$ cat src/rtl/mips_pkg.sv
// Shared fetch-stage types and constants.
package mips_pkg;
    localparam int          INST_W           = 32;
    localparam logic [31:0] DEFAULT_RESET_PC = 32'h0000_0000;

    typedef enum logic [1:0] {
        FS_RESET,
        FS_RUN,
        FS_FAULT
    } fetch_state_t;

    typedef struct packed {
        logic [INST_W-1:0] inst;
        logic [31:0]       pc;
    } fetch_entry_t;
endpackage

$ cat src/rtl/fetch_queue.sv
// Small FIFO of fetched {inst, pc} entries between imem response and decode.
// Latency: a push is visible at the head the cycle after it is written.
// Backpressure: push is ignored when full unless a pop frees a slot that cycle; flush wins over push.
module fetch_queue
    import mips_pkg::*;
#(
    parameter int Q_DEPTH = 2,
    parameter int CNT_W   = $clog2(Q_DEPTH + 1)
) (
    input  logic             clk,
    input  logic             rst_n,
    input  logic             push,
    input  fetch_entry_t     pushData,
    input  logic             pop,
    input  logic             flush,
    output fetch_entry_t     headData,
    output logic [CNT_W-1:0] count
);
    localparam int PTR_W = (Q_DEPTH > 1) ? $clog2(Q_DEPTH) : 1;

    fetch_entry_t     mem [Q_DEPTH];
    logic [PTR_W-1:0] rdPtr;
    logic [PTR_W-1:0] wrPtr;
    logic             doPush;
    logic             doPop;

    function automatic logic [PTR_W-1:0] bump(input logic [PTR_W-1:0] p);
        return (p == PTR_W'(Q_DEPTH - 1)) ? '0 : p + PTR_W'(1);
    endfunction

    assign doPop    = pop && (count != '0);
    assign doPush   = push && ((count != CNT_W'(Q_DEPTH)) || doPop);
    assign headData = mem[rdPtr];

    always_ff @(posedge clk or negedge rst_n) begin
        if (!rst_n) begin
            rdPtr <= '0;
            wrPtr <= '0;
            count <= '0;
        end else if (flush) begin
            rdPtr <= '0;
            wrPtr <= '0;
            count <= '0;
        end else begin
            if (doPush) wrPtr <= bump(wrPtr);
            if (doPop)  rdPtr <= bump(rdPtr);
            if (doPush && !doPop)      count <= count + CNT_W'(1);
            else if (!doPush && doPop) count <= count - CNT_W'(1);
        end
    end

    always_ff @(posedge clk) begin
        if (doPush && !flush) mem[wrPtr] <= pushData;
    end
endmodule

$ cat src/rtl/inst_fetch_unit.sv
// PC owner and imem read driver feeding decode over valid/ready; FETCH_MISALIGN_TRAP_EN enables misaligned-redirect trap.
// Latency: first request one cycle after reset release, first out_valid two cycles after that.
// Backpressure: fetch stalls when queued plus in-flight entries would exceed Q_DEPTH; outputs held while !out_ready.
module inst_fetch_unit
    import mips_pkg::*;
#(
    parameter int          INST_DEPTH = 1024,
    parameter logic [31:0] RESET_PC   = DEFAULT_RESET_PC,
    parameter int          Q_DEPTH    = 2,
    parameter int          IDX_W      = $clog2(INST_DEPTH)
) (
    input  logic             clk,
    input  logic             rst_n,
    output logic             imem_req,
    output logic [IDX_W-1:0] imem_addr,
    input  logic [31:0]      imem_rdata,
    input  logic             redirect_valid,
    input  logic [31:0]      redirect_pc,
    output logic             out_valid,
    input  logic             out_ready,
    output logic [31:0]      out_inst,
    output logic [31:0]      out_pc,
    output logic [31:0]      out_pc_plus4,
    output logic             fault
);
    localparam int CNT_W = $clog2(Q_DEPTH + 1);

    fetch_state_t     state;
    logic [31:0]      pc;
    logic [31:0]      reqPc;
    logic [31:0]      redirectTarget;
    logic             pending;
    logic             epoch;
    logic             reqEpoch;
    logic             running;
    logic             issue;
    logic             flush;
    logic             popFire;
    logic             pushFire;
    logic             badRedirect;
    logic [CNT_W-1:0] count;
    fetch_entry_t     head;
    fetch_entry_t     respEntry;

`ifdef FETCH_MISALIGN_TRAP_EN
    assign badRedirect    = redirect_valid && (redirect_pc[1:0] != 2'b00);
    assign redirectTarget = redirect_pc;
    assign fault          = (state == FS_FAULT);
`else
    logic unusedPcLsbs;
    assign unusedPcLsbs   = ^redirect_pc[1:0];
    assign badRedirect    = 1'b0;
    assign redirectTarget = {redirect_pc[31:2], 2'b00};
    assign fault          = 1'b0;
`endif

    assign running = (state == FS_RUN);
    assign popFire = out_valid && out_ready;
    // Credit the entry leaving this cycle so a steady stream keeps one fetch per cycle.
    assign issue   = running && !redirect_valid &&
                     ((int'(count) + int'(pending) - int'(popFire)) < Q_DEPTH);
    assign flush   = (running && redirect_valid) || (state == FS_FAULT);

    // A response tagged with an older epoch belongs to the wrong path.
    assign pushFire  = pending && (reqEpoch == epoch);
    assign respEntry = '{inst: imem_rdata, pc: reqPc};

    fetch_queue #(
        .Q_DEPTH (Q_DEPTH),
        .CNT_W   (CNT_W)
    ) u_queue (
        .clk      (clk),
        .rst_n    (rst_n),
        .push     (pushFire),
        .pushData (respEntry),
        .pop      (popFire),
        .flush    (flush),
        .headData (head),
        .count    (count)
    );

    assign imem_req     = issue;
    assign imem_addr    = pc[IDX_W+1:2];
    assign out_valid    = (count != '0);
    assign out_inst     = out_valid ? head.inst : '0;
    assign out_pc       = out_valid ? head.pc : '0;
    assign out_pc_plus4 = out_valid ? head.pc + 32'd4 : '0;

    always_ff @(posedge clk or negedge rst_n) begin
        if (!rst_n) begin
            state    <= FS_RESET;
            pc       <= RESET_PC;
            reqPc    <= '0;
            pending  <= 1'b0;
            epoch    <= 1'b0;
            reqEpoch <= 1'b0;
        end else begin
            case (state)
                FS_RESET: state <= FS_RUN;
                FS_RUN: begin
                    pending <= issue;
                    if (issue) begin
                        reqPc    <= pc;
                        reqEpoch <= epoch;
                        pc       <= pc + 32'd4;
                    end
                    if (redirect_valid) begin
                        epoch <= ~epoch;
                        pc    <= redirectTarget;
                        if (badRedirect) state <= FS_FAULT;
                    end
                end
                FS_FAULT: pending <= 1'b0;
                default:  state <= FS_RESET;
            endcase
        end
    end
endmodule

$ cat config.mk
export PLATFORM = sky130hd
export DESIGN_NAME = inst_fetch_unit
export DESIGN_NICKNAME = d
export VERILOG_FILES = /design/src/rtl/mips_pkg.sv /design/src/rtl/fetch_queue.sv /design/src/rtl/inst_fetch_unit.sv
export SDC_FILE = /design/constraint.sdc
export NUM_CORES = 1
export LEC_CHECK = 0
export ABC_CLOCK_PERIOD_IN_PS = 6200
export BUFFER_PORTS_ARGS = -buffer_cell sky130_fd_sc_hd__buf_2
export CAP_MARGIN = 15
export CORE_ASPECT_RATIO = 1.5
export CORE_MARGIN = 1.5
export CORE_UTILIZATION = 32
export DETAILED_ROUTE_END_ITERATION = 10
export HOLD_SLACK_MARGIN = 0.1
export PLACE_DENSITY = 0.52
export SYNTH_ARGS = -nofsm -noshare
export SYNTH_HDL_FRONTEND = slang
export SYNTH_SLANG_ARGS = --single-unit
$ cat constraint.sdc
create_clock -name clk -period 6.2 [get_ports clk]
set_input_delay 1.24 -clock clk [delete_from_list [all_inputs] [get_ports clk]]
set_output_delay 1.24 -clock clk [all_outputs]
set_load 0.03 [all_outputs]
# Word-level counts from Yosys, hierarchy flattened
# Memory sizes are Yosys's and may differ from the RTL's.
# Cells that the tools add are included.
classes:
  n_bitwise: 1
  mul: 0
  shift: 0
  n_eq_ne: 4
  order_cmp: 1
  n_addsub: 8
  mux: 18
  reduce_logical: 27
  n_div: 0
ops:
  columns: ["operator", "n"]
  rows:
  - ["$mux 32", 5]
  - ["$add 32x3->32 const B", 2]
  - ["$logic_and 1x1->1", 10]
  - ["$reduce_bool 2->1", 5]
  - ["$mux 1", 8]
  - ["$mux 2", 3]
  - ["$reduce_and 2->1", 3]
  - ["$logic_not 1->1", 4]
  - ["$lt 4x3->1 const B", 1]
  - ["$pmux 2 s2", 1]
  - ["$sub 3x1->4", 1]
  - ["$add 2x1->3", 1]
  - ["$reduce_bool 3->1", 1]
  - ["$add 1x1->1 const B", 2]
  - ["$add 2x1->2 const B", 1]
  - ["$eq 2x1->1 const B", 1]
  - ["$eq 2x2->1 const B", 1]
  - ["$logic_not 2->1", 1]
  - ["$logic_or 1x1->1", 2]
  - ["$ne 2x2->1 const B", 1]
  - ["$pmux 1 s2", 1]
  - ["$reduce_or 2->1", 1]
  - ["$sub 2x1->2 const B", 1]
  - ["$eq 1x1->1", 1]
  - ["$not 1->1", 1]
word_totals:
  input_bits: 68
  ramBits: 128
  latch_bits: 0
  wordCells: 69
  memories: 1
  rom_bits: 0
  reg_bits: 73
mem_list:
  columns: ["name", "depth", "word_bits", "rd", "rd_ports_with_merged_regs", "write_ports", "line_no", "text"]
  rows:
  - ["u_queue.mem", 2, 64, 1, 0, 1, "fetch_queue.sv:21", "fetch_entry_t mem [Q_DEPTH];"]

# Longest topological paths before layout
# Gate-level depths: netlist of the first run.
depth:
  ltp_word: 10
  mapped_depth: 13
  ltp_nobuf: 10

# Modules after synthesis
# From an unflattened synthesis of the first run, not the netlist that was laid out.
unflattened:
  cells_unflattened: 796
  area_unflattened_um2: 9325.2
modules_own_cells:
  columns: ["mod", "seq_area_each_um2", "area_per_inst_um2", "instances", "cells_each"]
  rows:
  - ["fetch_queue", 3943.8, 4830.9, 1, 223]
  - ["inst_fetch_unit", 1601.5, 4494.3, 1, 573]

# Least setup slack after synthesis of the first run
# OpenSTA, ideal clock, no wires.
synth_path:
  path_type: "input to register"
  from: "input port redirect_valid"
  to: "memory u_queue.mem[0][10] in the netlist's numbering (enable)"
  setup_slack_ns: 1.275
  setup_ns: 0.482
  path_buffers: 2
  stages: 5
  arrival_time_ns: 4.443
  required_ns: 5.718
  path_cell_list: "clkbuf_1 > nand2_1 > clkbuf_1 > nand2_1 > nor2_1"
synth_between:
  elab_chain_len: 6
synth_rtl:
  columns: ["item", "line_no", "text"]
  rows:
  - ["from (decl)", "inst_fetch_unit.sv:17", "input logic redirect_valid,"]
  - ["$logic_and 1x1->1", "inst_fetch_unit.sv:62", "assign flush = (running && redirect_valid) || (state == FS_FAULT);"]
  - ["$logic_or 1x1->1", "inst_fetch_unit.sv:62", null]
  - ["$logic_not 1->1", "fetch_queue.sv:53", "if (doPush && !flush) mem[wrPtr] <= pushData;"]
  - ["$logic_and 1x1->1", "fetch_queue.sv:53", null]
  - ["$mux 1", "fetch_queue.sv:53", null]
  - ["$mux 1 (implied by the code)", "fetch_queue.sv:53", null]
  - ["to (decl)", "fetch_queue.sv:21", null]
# Every way passes these cells.

# Worst setup path in the final report of the first run
layout_path:
  from: "input port out_ready"
  to: "output port imem_req"
layout_between:
  elab_chain_len: 4
layout_rtl:
  columns: ["item", "line_no", "text"]
  rows:
  - ["from (decl)", "inst_fetch_unit.sv:20", "input logic out_ready,"]
  - ["$logic_and 1x1->1", "inst_fetch_unit.sv:58", "assign popFire = out_valid && out_ready;"]
  - ["$sub 3x1->4", "inst_fetch_unit.sv:61", "((int'(count) + int'(pending) - int'(popFire)) < Q_DEPTH);"]
  - ["$lt 4x3->1", "inst_fetch_unit.sv:61", null]
  - ["$logic_and 1x1->1", "inst_fetch_unit.sv:60", "assign issue = running && !redirect_valid &&"]
  - ["to (decl)", "inst_fetch_unit.sv:14", "output logic imem_req,"]
# Every way passes these cells.

==> impl.org, run 1 <==
** Clocking
- Clock slew seen by the registers of the worst setup and hold paths :: around 70 ps
- No sink is reached through more buffers than the 2 on the longest clock path.
- CTS placed an instance of sky130_fd_sc_hd__clkbuf_16 at the clock tree root.
- CTS Sinks :: around 190
- Once the clock tree was built, the setup fixing pass inserted 0 buffers.
- Later-pin clock latency in the skew report :: ~440 ps
- The number of gates resized after CTS was 0.
- CTS built an H-tree with a depth of 4.
- Hold buffer count at CTS :: 0
- Clock tree from TritonCTS :: yes
- Inserted Clock Buffers :: 17

** Placed design
- Buffers placed on the I/O ports in this run total roughly 170.
- Cell Area, Placed :: 0.0104 mm²
- Before CTS, the worst setup slack after placement is about 1300 ps.
- Last weighted congestion value of the routability-driven placer :: 0.853
- Final HPWL from detailed placement :: 16,600 µm

** Yosys
- Leading cell type by number of instances after synthesis :: sky130_fd_sc_hd__edfxtp_1
- Share of synthesized area occupied by flip-flops and latches :: 58.1%
- Sorting the synthesized cells by area gives the leading types as sky130_fd_sc_hd__edfxtp_1, sky130_fd_sc_hd__dfrtp_1, sky130_fd_sc_hd__mux2i_1.
- Number of synthesized flops with an enable pin :: 124
- The synthesized netlist occupies a cell area of 0.00934 mm².
- Of the post-synthesis cell area, the dominant cell type holds about 40%.
- Sorting the synthesized cells by how often they occur yields sky130_fd_sc_hd__edfxtp_1, sky130_fd_sc_hd__nor2_1, sky130_fd_sc_hd__dfrtp_1, sky130_fd_sc_hd__mux2i_1, sky130_fd_sc_hd__nand2_1.
- Netlist cell types :: 74
- In the synthesized netlist the dominant register cell turns out to be sky130_fd_sc_hd__edfxtp_1.
- After synthesis the netlist holds a flip-flop and latch count of 192.
- Synthesis handed over a netlist of ~780 instances.
- The biggest area contributor in the post-synthesis netlist is sky130_fd_sc_hd__edfxtp_1.
- In the synthesized netlist the async set-or-reset flop fraction comes to a little over a third.
- During synthesis, Yosys emitted a total of 0 warnings.
- Post-synthesis area per instance :: approximately 12 µm²

** Flow run
- Max-cap violations :: 0

** Worst setup path
- Data on the critical path arrives at its endpoint at roughly 3700 ps.
- Critical path peak fanout :: 9
- The worst setup path is launched from an input port.
- The worst setup path is captured at an output pin.
- Required time worst endpoint :: ~5000 ps
- By startpoint and endpoint, the worst setup path is classified as in -> out.

** Floorplan
- Total number of placement rows :: between 70 and 80
- The total area inside the core boundary comes to approximately 0.029 mm².
- The die covers just over 0.03 mm².
- From left edge to right edge, the die measures 142 µm.
- Die Height :: between 200 and 250 µm
- 177 I/O pins were placed.
- Initial standard-cell utilization of the core :: 32.5%

** Drt
- The pre-antenna-repair detailed-routing pass consisted of 4 iterations.
- The detail route stage leaves a number of antenna-violating nets equal to 0.
- Post-DR wirelength/cell :: around 17 µm
- Initial drt markers :: between 300 and 400
- Using the TritonRoute via totals, the vias-per-cell ratio works out to approximately 5.
- For this block, the via count after detailed routing is 6,597.
- Count of unresolved DRC violations after routing :: 0
- Overall routed net length :: around 23,000 µm

** Worst hold path
- Worst min path class :: reg -> reg

** STA
- Final setup viols :: 0
- Once routing completed, OpenROAD measured the worst setup slack at about 1300 ps.
- Actual transition at the worst max-transition pin :: ~1100 ps
- Final worst path period share :: roughly four fifths
- Setup repair after global routing missed its margin :: no
- Worst clock skew on the final layout :: 9.97 ps
- For the finished layout, the period the worst path requires is 4920 ps.
- Aggregate negative setup slack :: 0 ps
- Final hold violations :: 0
- The worst pin sits at a relative slew slack of approximately a quarter.
- Final-report max-slew violation count :: 0
- Hold timing on the final database bottoms out at a slack of 465 ps.
- Maximum achievable frequency :: just over 0.2 GHz

** GRT
- After global routing the overflow that remains totals 0.
- Entering global routing, the biggest net connects 84 pins.
- Initial antenna violation count :: 0
- Aggregate global-route resource usage :: around 15%
- Global-route wire length before repair :: between 30,000 and 40,000 µm
- The via count of the first global-routing pass is 6,421.

** Cells and area
- Area growth from synthesis to layout :: 18.3%
- Area of the multi-input gates :: between 0.003 and 0.004 mm²
- The repair_antennas step left the layout with diodes totalling 0.
- Register cell area after layout :: around 0.0054 mm²
- Proportion of layout cells with a drive suffix above 1 :: just under 30%
- Number of fill cells in the layout :: approximately 2,900
- Number of nets in the layout :: approximately 1,000
- After routing the design area is 0.0110 mm².

** Run status
- Result of the run :: finished, final reports clean

** Power
- Summed over all cells, the static leakage comes to 4.25 nW.
- VDD sags by at most about 0.18 mV.
- Power density over cell area :: 466 mW/mm²
## final timing paths
| check | from | to | slack, ps | cells past startpoint |
|---|---|---|---|---|
| max reg2reg | u_queue.count[1] | pc[18] | 2460 | 10 |
| min | reqPc[23] | u_queue.mem[0][23] | 470 | 0 |
| min in group asynchronous | rst_n | pc[2] | 640 | 1 |
| max | out_ready | imem_req | 1280 | 9 |
| max in group asynchronous | rst_n | u_queue.rdPtr | 4410 | 2 |
| min reg2reg | reqPc[23] | u_queue.mem[0][23] | 470 | 0 |
## metal layers
metal	vias up	share of wire [%]	GRT usage (%)
li1	3168	-	-
met1	3175	42	18.0
met2	200	50	26.5
met3	54	4.1	3.27
met4	0	3.7	8.43
met5	-	0	0
## placed cells by master, fill, tap and decap left out, drive strengths merged, types with 4 or more instances in the layout
cell type / synthesis / final
nand3b: 5 / 5
or4: 4 / 4
nand3: 24 / 24
nor2b: 8 / 8
clkinv: 1 / 7
o21ai: 28 / 28
a31oi: 13 / 13
nor3: 14 / 14
mux2i: 62 / 62
edfxtp: 124 / 124
or3: 8 / 8
nand4b: 4 / 4
o22a: 5 / 5
ha: 5 / 5
a32oi: 5 / 5
nor2: 106 / 106
buf: 38 / 177
clkbuf: 20 / 20
a21oi: 22 / 22
conb: 2 / 6
nand2: 42 / 42
o22ai: 4 / 4
and2: 8 / 8
o31ai: 8 / 8
nand4: 14 / 14
dfrtp: 68 / 68
xnor2: 18 / 18
mux2: 38 / 38
a22oi: 8 / 8
inv: 11 / 14
a211oi: 6 / 6
and3: 7 / 7
nor4: 14 / 14
## sequential cells by signal (all words and copies together) (netlist names)
register       flops
u_queue.rdPtr      1
reqPc             30
pending            1
u_queue.wrPtr      1
reqEpoch           1
state              1
pc                30
u_queue.count      2
u_queue.mem      124
epoch              1
## critical path, stage by stage
cell                       delay (ps)
sky130_fd_sc_hd__buf_2            150
sky130_fd_sc_hd__nor2b_1          330
sky130_fd_sc_hd__ha_1             310
sky130_fd_sc_hd__nand2b_1         160
sky130_fd_sc_hd__fa_1             380
sky130_fd_sc_hd__xnor2_1          350
sky130_fd_sc_hd__a32oi_2          330
sky130_fd_sc_hd__nor2_2           200
sky130_fd_sc_hd__buf_2            220
## power by group
group / internal [mW] / switching [mW]
registers: 1.77 / 0.275
logic: 0.671 / 1.31
clock network: 0.648 / 0.472
total: 3.09 / 2.06
## area by class of cell
class | instances | area share, %
clock buffers | 20 | 4.04
clock inverters | 12 | 1.42
inverters | 12 | 0.408
multi-input cells | 523 | 32.4
flip-flops and latches | 192 | 49.2
well taps | 390 | 4.42
repair buffers | 177 | 8.20
## cell families (layout without fill, tap and decap cells)
kind of cell / count (synthesis) / count (layout) / share of synthesized area [%]
buffers and inverters: 70 / 221 / 3.97
other: 2 / 6 / 0.0804
and+or+nand+nor: 269 / 269 / 14.8
AOI/OAI and AO/OA: 122 / 122 / 9.11
DFF: 192 / 192 / 58.1
xor gates and xnor gates: 20 / 20 / 1.88
adders and majority gates: 6 / 6 / 0.884
muxes: 100 / 100 / 11.2
## metrics by stage
step | util, % | std cells | total power [mW]
after floorplan | - | 785 | 3.53
after global placement | 36.4 | 1294 | 4.05
after detailed placement | 36.4 | 1294 | 4.08
after CTS | 38.5 | 1326 | 5.22
after global routing | 38.5 | 1326 | 5.45
final | 38.5 | 1326 | 5.14
No activity file was read; power rests on OpenSTA's default activity.
==> run 2: changes to the inputs <==
--- a/config.mk
+++ b/config.mk
@@ -5,7 +5,8 @@
 export SDC_FILE = /design/constraint.sdc
 export NUM_CORES = 1
 export LEC_CHECK = 0
-export ABC_CLOCK_PERIOD_IN_PS = 6200
+export ABC_AREA = 1
+export ABC_CLOCK_PERIOD_IN_PS = 4900
 export BUFFER_PORTS_ARGS = -buffer_cell sky130_fd_sc_hd__buf_2
 export CAP_MARGIN = 15
 export CORE_ASPECT_RATIO = 1.5
==> constraint.sdc (replaced) <==
create_clock -name clk -period 4.9 [get_ports clk]
set_input_delay 0.98 -clock clk [delete_from_list [all_inputs] [get_ports clk]]
set_output_delay 0.98 -clock clk [all_outputs]
set_load 0.03 [all_outputs]
==> run 2 against run 1 <==
Die area increased by 5.2%. Final area increased by 4.7%. Count of clock-buffer cells in the layout decreased by 3. Largest cell class unchanged. Wire length increased by 14%. Worst hold slack improved by 6.7 ps. Clock skew increased by 0.96 ps. Synthesized area increased by 5.3%. Total power increased by 48%.
==> impl.org, run 2 <==
** Run status
- The run finished with clean final reports.

** Cells and area
- Summing all multi-input logic gate instances after layout gives 0.00374 mm².
- Number of fill cells in the layout :: between 3,000 and 4,000
- Finished Layout Cells :: roughly 1,700
- The repair_antennas step left the layout with diodes totalling 0.
- Relative to the synthesized area, the layout overhead comes to 17.5%.
- Register with the most flip-flops :: u_queue.mem
- The largest registers in the layout are u_queue.mem x124, pc x30, reqPc x30.
- In the layout the commonest cells are sky130_fd_sc_hd__nand2_1, sky130_fd_sc_hd__buf_2, sky130_fd_sc_hd__nor2_1.
- Leaving out fill and tap cells, the most frequent cell in the layout is sky130_fd_sc_hd__nand2_1.
- For this run, the post-layout net count is 1,405.
- Utilization after layout :: between 30% and 40%
- The register with the most flip-flops in the layout has approximately 120 of them.
- Register cell area after layout :: ~0.0054 mm²
- In the final layout, the share of cells above drive strength 1 is between 10% and 20%.

** Worst hold path
- Worst min path class :: reg -> reg
- Number of cells on the worst hold path :: 0
- The worst hold path begins at reqPc[4].
- For hold timing, the worst endpoint is u_queue.mem[0][4].

** Worst setup path
- Crit end category :: output pin
- Nature of the critical path startpoint :: register
- In this run the worst setup path begins at u_queue.rdPtr.
- Along the worst path, the maximum fanout reaches 38.
- The setup path with the least slack is of type reg -> out.
- Critical path arrival :: 3340 ps
- Worst reg2reg path depth :: 16
- The endpoint identified for the worst register-to-register timing path is pc[27].
- Launch point of the worst reg-to-reg path :: u_queue.count[1]
- Setup slack on the worst reg-to-reg path comes out at 1830 ps.
- For the worst setup path, the data required time is between 3000 and 4000 ps.

** Yosys
- Leading cell type by number of instances after synthesis :: sky130_fd_sc_hd__nand2_1
- Leading cell types by count after synthesis :: sky130_fd_sc_hd__nand2_1, sky130_fd_sc_hd__nor2_1, sky130_fd_sc_hd__edfxtp_1, sky130_fd_sc_hd__inv_1, sky130_fd_sc_hd__dfrtp_1
- In the synthesized netlist the async set-or-reset flop fraction comes to about 35%.
- Number of synthesized flops with an enable pin :: about 120
- The mapped netlist covers 0.00983 mm².
- For this run, the number of Yosys warnings is 0.
- After synthesis, the mean cell area works out to 8.32 µm².
- Post-synthesis instance total :: around 1,200
- Synth Flop Type :: sky130_fd_sc_hd__edfxtp_1
- Summed over all instances, the cell type with the most area after synthesis is sky130_fd_sc_hd__edfxtp_1.
- Fraction of synthesized cell area taken by the top area cell type :: 37.9%
- In this run, distinct cell masters in the synthesized netlist total 35.
- Synth area leaders :: sky130_fd_sc_hd__edfxtp_1, sky130_fd_sc_hd__dfrtp_1, sky130_fd_sc_hd__nand2_1
- Post-synthesis sequential element count :: between 150 and 200
- Share of synthesized area occupied by flip-flops and latches :: between 50% and 60%

** Placed design
- Final HPWL from detailed placement :: 19,700 µm
- Routability-driven placement finished with a final weighted congestion of slightly below 0.9.
- In this run the tool buffered the top-level ports with 169 buffer cells.
- The number of placed instances, taps included, is 1,712.

** Drt
- Average vias per placed instance :: around 4.6
- Detailed-route via count :: roughly 8,000
- Overall routed net length :: 26,300 µm
- DRT antenna net count :: 0
- Count of unresolved DRC violations after routing :: 0
- Post-DR wirelength/cell :: ~15 µm
- Pre-Repair DR Iteration Count :: 7
- Initial drt markers :: 424

** Floorplan
- The floorplan step defined a die boundary enclosing about 0.032 mm².
- After floorplanning, the core was divided into 78 placement rows.
- The floorplan step set the die width to between 100 and 150 µm.
- Die Height :: ~220 µm
- In this run the count of I/O pins placed on the die edge is between 150 and 200.
- Initial standard-cell utilization of the core :: between 30% and 40%
- Core outline area :: around 0.03 mm²

** STA
- Final-report max-slew violation count :: 0
- At the pin with the least slew margin, the transition time is about 1000 ps.
- Setup violations remaining at the end of the flow were counted as 0.
- Final worst path period share :: slightly below 90%
- Static timing analysis puts the maximum clock frequency at approximately 0.23 GHz.
- After routing, the total negative slack on setup checks comes to 0 ps.
- Setup repair after global routing missed its margin :: no
- Worst clock skew on the final layout :: 10.9 ps
- The final hold violation count came to 0.
- Final min period :: between 4000 and 5000 ps
- In this run the tightest slew margin relative to its limit is 31.7%.

** GRT
- The total overflow left after global routing is 0.
- Initial antenna violation count :: 0
- The first global-routing pass estimated between 40,000 and 50,000 µm of wire.
- Aggregate global-route resource usage :: around 17%
- Entering global routing, the biggest net connects 81 pins.
- The via count of the first global-routing pass was 7,875.

** Clocking
- Clock tree from TritonCTS :: yes
- Buffers added to address setup during post-CTS repair amount to 0.
- CTS Sinks :: 192
- In this run the deepest clock path goes through 2 buffers.
- Clock slew seen by the registers of the worst setup and hold paths :: around 80 ps
- After clock tree synthesis, the flow added hold-fix buffers numbering 0.
- For the worst-skew pair, the clock arrives at the later sink with an insertion delay of 440 ps.
- Root Buffer Master :: sky130_fd_sc_hd__clkbuf_16
- In this run the number of H-tree levels came out at 4.
- Inserted Clock Buffers :: 17
- After clock tree synthesis, the repair step resized 0 gates.

** Power
- Power density over cell area :: around 660 mW/mm²
- IR analysis of the VDD net gives a maximum drop of ~0.28 mV.
- In this run the static leakage power is 5.21 nW.
- The design draws 7.64 mW.

** Flow run
- Max-cap violations :: 0
## run 2: logic make-up after synthesis
group | count (synthesis) | share of synthesized area (%)
AO/OA/AOI/OAI | 115 | 6.07
XOR/XNOR | 12 | 1.07
adder cells (fa/ha/maj) | 6 | 0.840
buffers and inverters | 152 | 7.11
flip-flops | 192 | 55.2
multiplexers | 1 | 0.102
other | 2 | 0.0764
AND/OR/NAND/NOR | 702 | 29.6
## run 2: worst max path at each step
stage | end | slack (ps) | depth (start not counted)
6_report | out_pc_plus4[12] | 580 | 10
5_1_grt | out_pc_plus4[12] | 220 | 10
4_1_cts | out_pc_plus4[12] | 520 | 10
3_5_place_dp | imem_req | 950 | 12
3_3_place_gp | imem_req | 960 | 12
2_1_floorplan | u_queue.mem[1][10] | 370 | 4
## run 2: cell type report
type / instances / area share (%)
well taps: 400 / 4.33
repair buffers: 182 / 8.16
clock inverters: 15 / 1.37
flip-flops and latches: 192 / 46.9
inverters: 96 / 3.12
clock buffers: 17 / 3.68
multi-input cells: 842 / 32.4
## run 2: through the flow
step                hold slack (ps)  worst slack [ps]  cell area (µm²)
floorplan                       442               370             9850
global placement                450               964            11000
detailed placement              454               949            11000
CTS                             473               517            11600
global route                    489               220            11600
finish                          472               577            11600
## run 2: power by group
part	total [mW]	switching, mW	internal [mW]
Combinational	3.75	2.78	0.967
Clock	1.37	0.683	0.686
Sequential	2.52	0.345	2.17
Total	7.64	3.81	3.83
## run 2: worst max-delay path: stages (launching register included)
cell and delay [ps]:
sky130_fd_sc_hd__dfrtp_2 840, sky130_fd_sc_hd__o21ai_1 310, sky130_fd_sc_hd__inv_1 150, sky130_fd_sc_hd__ha_1 240, sky130_fd_sc_hd__inv_1 120, sky130_fd_sc_hd__nor2_2 200, sky130_fd_sc_hd__nand3_1 260, sky130_fd_sc_hd__nor2_1 290
sky130_fd_sc_hd__o21ai_0 110, sky130_fd_sc_hd__a21oi_1 150, sky130_fd_sc_hd__buf_2 230
## run 2: metal layers
metal	vias up	part of all wire, %	global-route usage (%)
li1	4071	-	-
met1	3698	42	20.1
met2	206	50	29.7
met3	43	4.4	3.16
met4	0	3.8	7.61
met5	-	0	0
==> run 3: changes to the inputs <==
==> constraint.sdc (replaced) <==
create_clock -name clk -period 4.9 [get_ports clk]
set_input_delay 0 -clock clk [delete_from_list [all_inputs] [get_ports clk]]
set_output_delay 0 -clock clk [all_outputs]
set_load 0.03 [all_outputs]
==> run 3 against run 2 <==
Final area up 5.9%. Critical endpoint unchanged. Die area stayed put. Highest routed layer unchanged. Setup slack improved by 810 ps.
==> impl.org, run 3 (synthesis gave the netlist of run 2 again) <==
** Worst setup path
- Setup CP Type :: reg -> out
- Crit end category :: output pin
- Delay contributed by the slowest stage of the critical path :: about 630 ps
- STA classifies the critical path startpoint as a register.
- The signal on the critical path passes through inv_2 -> nand2_1 -> nand2_1 -> ha_1 -> inv_1 -> nor2_2 -> nand3_1 -> nor2_1 -> o21ai_0 -> a21oi_1 -> buf_2.
- In this run the worst path has a maximum fanout of 32.
- In this design, the critical path's most frequently occurring cell is sky130_fd_sc_hd__nand2_1.
- Data arrives at the worst endpoint at approximately 3500 ps.
- Required time worst endpoint :: 4900 ps
- The largest individual stage delay along the critical path comes from the cell sky130_fd_sc_hd__dfrtp_2.

** Placed design
- Final HPWL from detailed placement :: 19,400 µm
- Port buffering added 169 buffers.
- OpenSTA, run right after detailed placement, puts the worst setup slack at around 1400 ps.
- At the end of routability-driven placement, the weighted congestion stood at between 0.8 and 0.9.

** Power
- Combinational cell fraction of total power :: around 49%
- Of the total power, the clock network draws between 10% and 20%.
- For this design the total switching power over the nets is roughly 3.8 mW.
- Pwr Total :: between 7 and 8 mW
- In this run the power density over the cells is between 600 and 700 mW/mm².
- IR analysis of the VDD net gives a maximum drop of 0.289 mV.
- Leakage power :: roughly 5.5 nW
- Per report_power, the sequential group accounts for around 33% of the total.
- Switching power as a share of total power :: about half
- The internal portion of the total power is just under 4 mW.

** Cells and area
- The register with the most flip-flops in the layout has 124 of them.
- Cells fill roughly two fifths of the core in the end.
- Leading registers by flop count :: u_queue.mem x124, pc x30, reqPc x30
- Number of antenna repair diodes :: 0
- More flip-flops sit in one register than any other, and that register is u_queue.mem.
- Area of the multi-input gates :: 0.00374 mm²
- Commonest cells after routing, fill and taps aside :: sky130_fd_sc_hd__nand2_1, sky130_fd_sc_hd__buf_2, sky130_fd_sc_hd__nor2_1
- For this run, the post-layout net count is about 1,500.
- From synthesis to final layout, the design area changed by 24.5%.
- Number of fill cells in the layout :: roughly 3,200
- Most common library cell in the layout ignoring fill and taps :: sky130_fd_sc_hd__nand2_1
- The post-route netlist has a little under a fifth of its cells at a drive strength greater than 1.
- Across the whole layout, storage elements account for about 0.0054 mm².

** STA
- Final worst path period share :: 71.6%
- Setup violations remaining at the end of the flow were counted as 0.
- Final-report max-slew violation count :: 0
- Worst clock skew on the final layout :: 17.5 ps
- At the pin with the least slew margin, the transition time is ~930 ps.
- Final hold violations :: 0
- Worst rel slew slack :: between 30% and 40%
- Final min period :: between 3000 and 4000 ps
- Post-route setup slack :: 1390 ps
- Smallest hold slack :: around 290 ps
- For this run, the top clock speed supported by timing is around 0.28 GHz.
- For the final routed database, the setup TNS stands at 0 ps.
- Setup repair after global routing missed its margin :: no

** Clocking
- Buffers added to address setup during post-CTS repair amount to 0.
- Clock tree from TritonCTS :: yes
- CTS Sinks :: 192
- Inserted Clock Buffers :: 17
- The clock tree synthesis step divided the H-tree into 4 levels.
- Root Buffer Master :: sky130_fd_sc_hd__clkbuf_16
- Counting along the longest clock path gives a buffer depth of 2.
- After clock tree synthesis, the clock-pin slew on the worst setup and hold paths is 80 ps.
- Later-pin clock latency in the skew report :: roughly 440 ps

** Drt
- Detailed-route via count :: 8,274
- DRT antenna net count :: 0
- After detailed routing, the number of remaining DRC violations is 0.
- After detailed routing, the total wire length is 26,900 µm.
- Post-DR wirelength/cell :: about 15 µm
- Pre-Repair DR Iteration Count :: 5
- Dividing the detail-routed via count by the number of cells gives about 4.6.
- The first routing iteration left ~420 violations.

** GRT
- Global routing finished with a remaining overflow of 0.
- Aggregate global-route resource usage :: ~17%
- The initial antenna violation count was 0.
- The first global-routing pass estimated between 40,000 and 50,000 µm of wire.
- Entering global routing, the biggest net connects ~80 pins.
- Vias in the first global route :: around 8,000

** Floorplan
- Width of the die :: approximately 150 µm
- The initialized floorplan defines a little under 80 standard-cell rows.
- Die area :: about 0.032 mm²
- Once the floorplan was initialized, standard cells occupied about a third of the core.
- The floorplan step set the die height to about 220 µm.
- For this design the top-level I/O count stands at between 150 and 200.
- Core outline area :: roughly 0.030 mm²

** Worst hold path
- The tightest min-delay check is of the in -> async type.

** Run status
- The run finished with clean final reports.

** Flow run
- Max-cap violations in this run came to 0.
[run 3: changes by cell type in the layout (fill, tap and decap cells not counted), sizes merged]
cell | previous run | this run
buf | 182 | 178
clkbuf | 17 | 18
dlygate4sd3 | 0 | 68
clkinvlp | 0 | 2
clkinv | 6 | 5
bufinv | 0 | 1
inv | 105 | 102
[run 3: repair_timing]
action | in CTS | in global routing
hold endpoints to repair | 169 | 0
hold buffers | 68 | 0
resized for setup | 0 | 0
[run 3: critical path: cells and delay by family (launching register included)]
kind,cells,cell delay (ps)
and+or+nand+nor,5,1040
buffers and inverters,3,840
DFF,1,630
adders and majority gates,1,260
AOI/OAI and AO/OA,2,260
[run 3: per-layer routing]
| metal | share of wire [%] | up-vias | track usage [%] | routed length, µm |
|---|---|---|---|---|
| met3 | 4.4 | 43 | 3.01 | 1180 |
| met2 | 50 | 227 | 30.5 | 13500 |
| met5 | 0 | - | 0 | 0 |
| met1 | 42 | 3797 | 20.5 | 11400 |
| met4 | 3.4 | 0 | 7.44 | 911 |
| li1 | - | 4207 | - | - |
[run 3: area by class of cell]
cell class | instances | share of cell area, %
sequential | 192 | 44.3
clock inverter | 14 | 1.40
timing repair buffer | 246 | 13.2
multi-input combinational | 842 | 30.6
inverter | 96 | 2.94
tap | 400 | 4.09
clock buffer | 18 | 3.50
[run 3: final timing paths]
check                                      start                 end  slack, ps  cells past startpoint
worst max-delay path               u_queue.rdPtr    out_pc_plus4[12]       1390                     11
worst min-delay path                       rst_n            state[0]        290                      3
worst max register to register  u_queue.count[1]               pc[3]       1650                     14
worst min register to register         reqPc[25]  u_queue.mem[1][25]        470                      0
max in group asynchronous                  rst_n       u_queue.rdPtr       3980                      3
min in group clk                  imem_rdata[17]  u_queue.mem[1][49]        290                      2
[run 3: power groups by stage]
stage | clock, mW | combinational [mW] | sequential [mW]
finish | 1.40 | 3.83 | 2.51
global route | 1.51 | 4.24 | 2.57
CTS | 1.44 | 3.85 | 2.51
detailed placement | 0 | 3.79 | 2.55
global placement | 0 | 3.76 | 2.53
floorplan | 0 | 2.87 | 2.42
[run 3: metrics by stage]
step	std cells	cell area [µm²]
3_3_place_gp	1707	10900
3_5_place_dp	1707	10900
4_1_cts	1807	12200
5_1_grt	1808	12200
6_report	1808	12200
2_1_floorplan	1186	9850
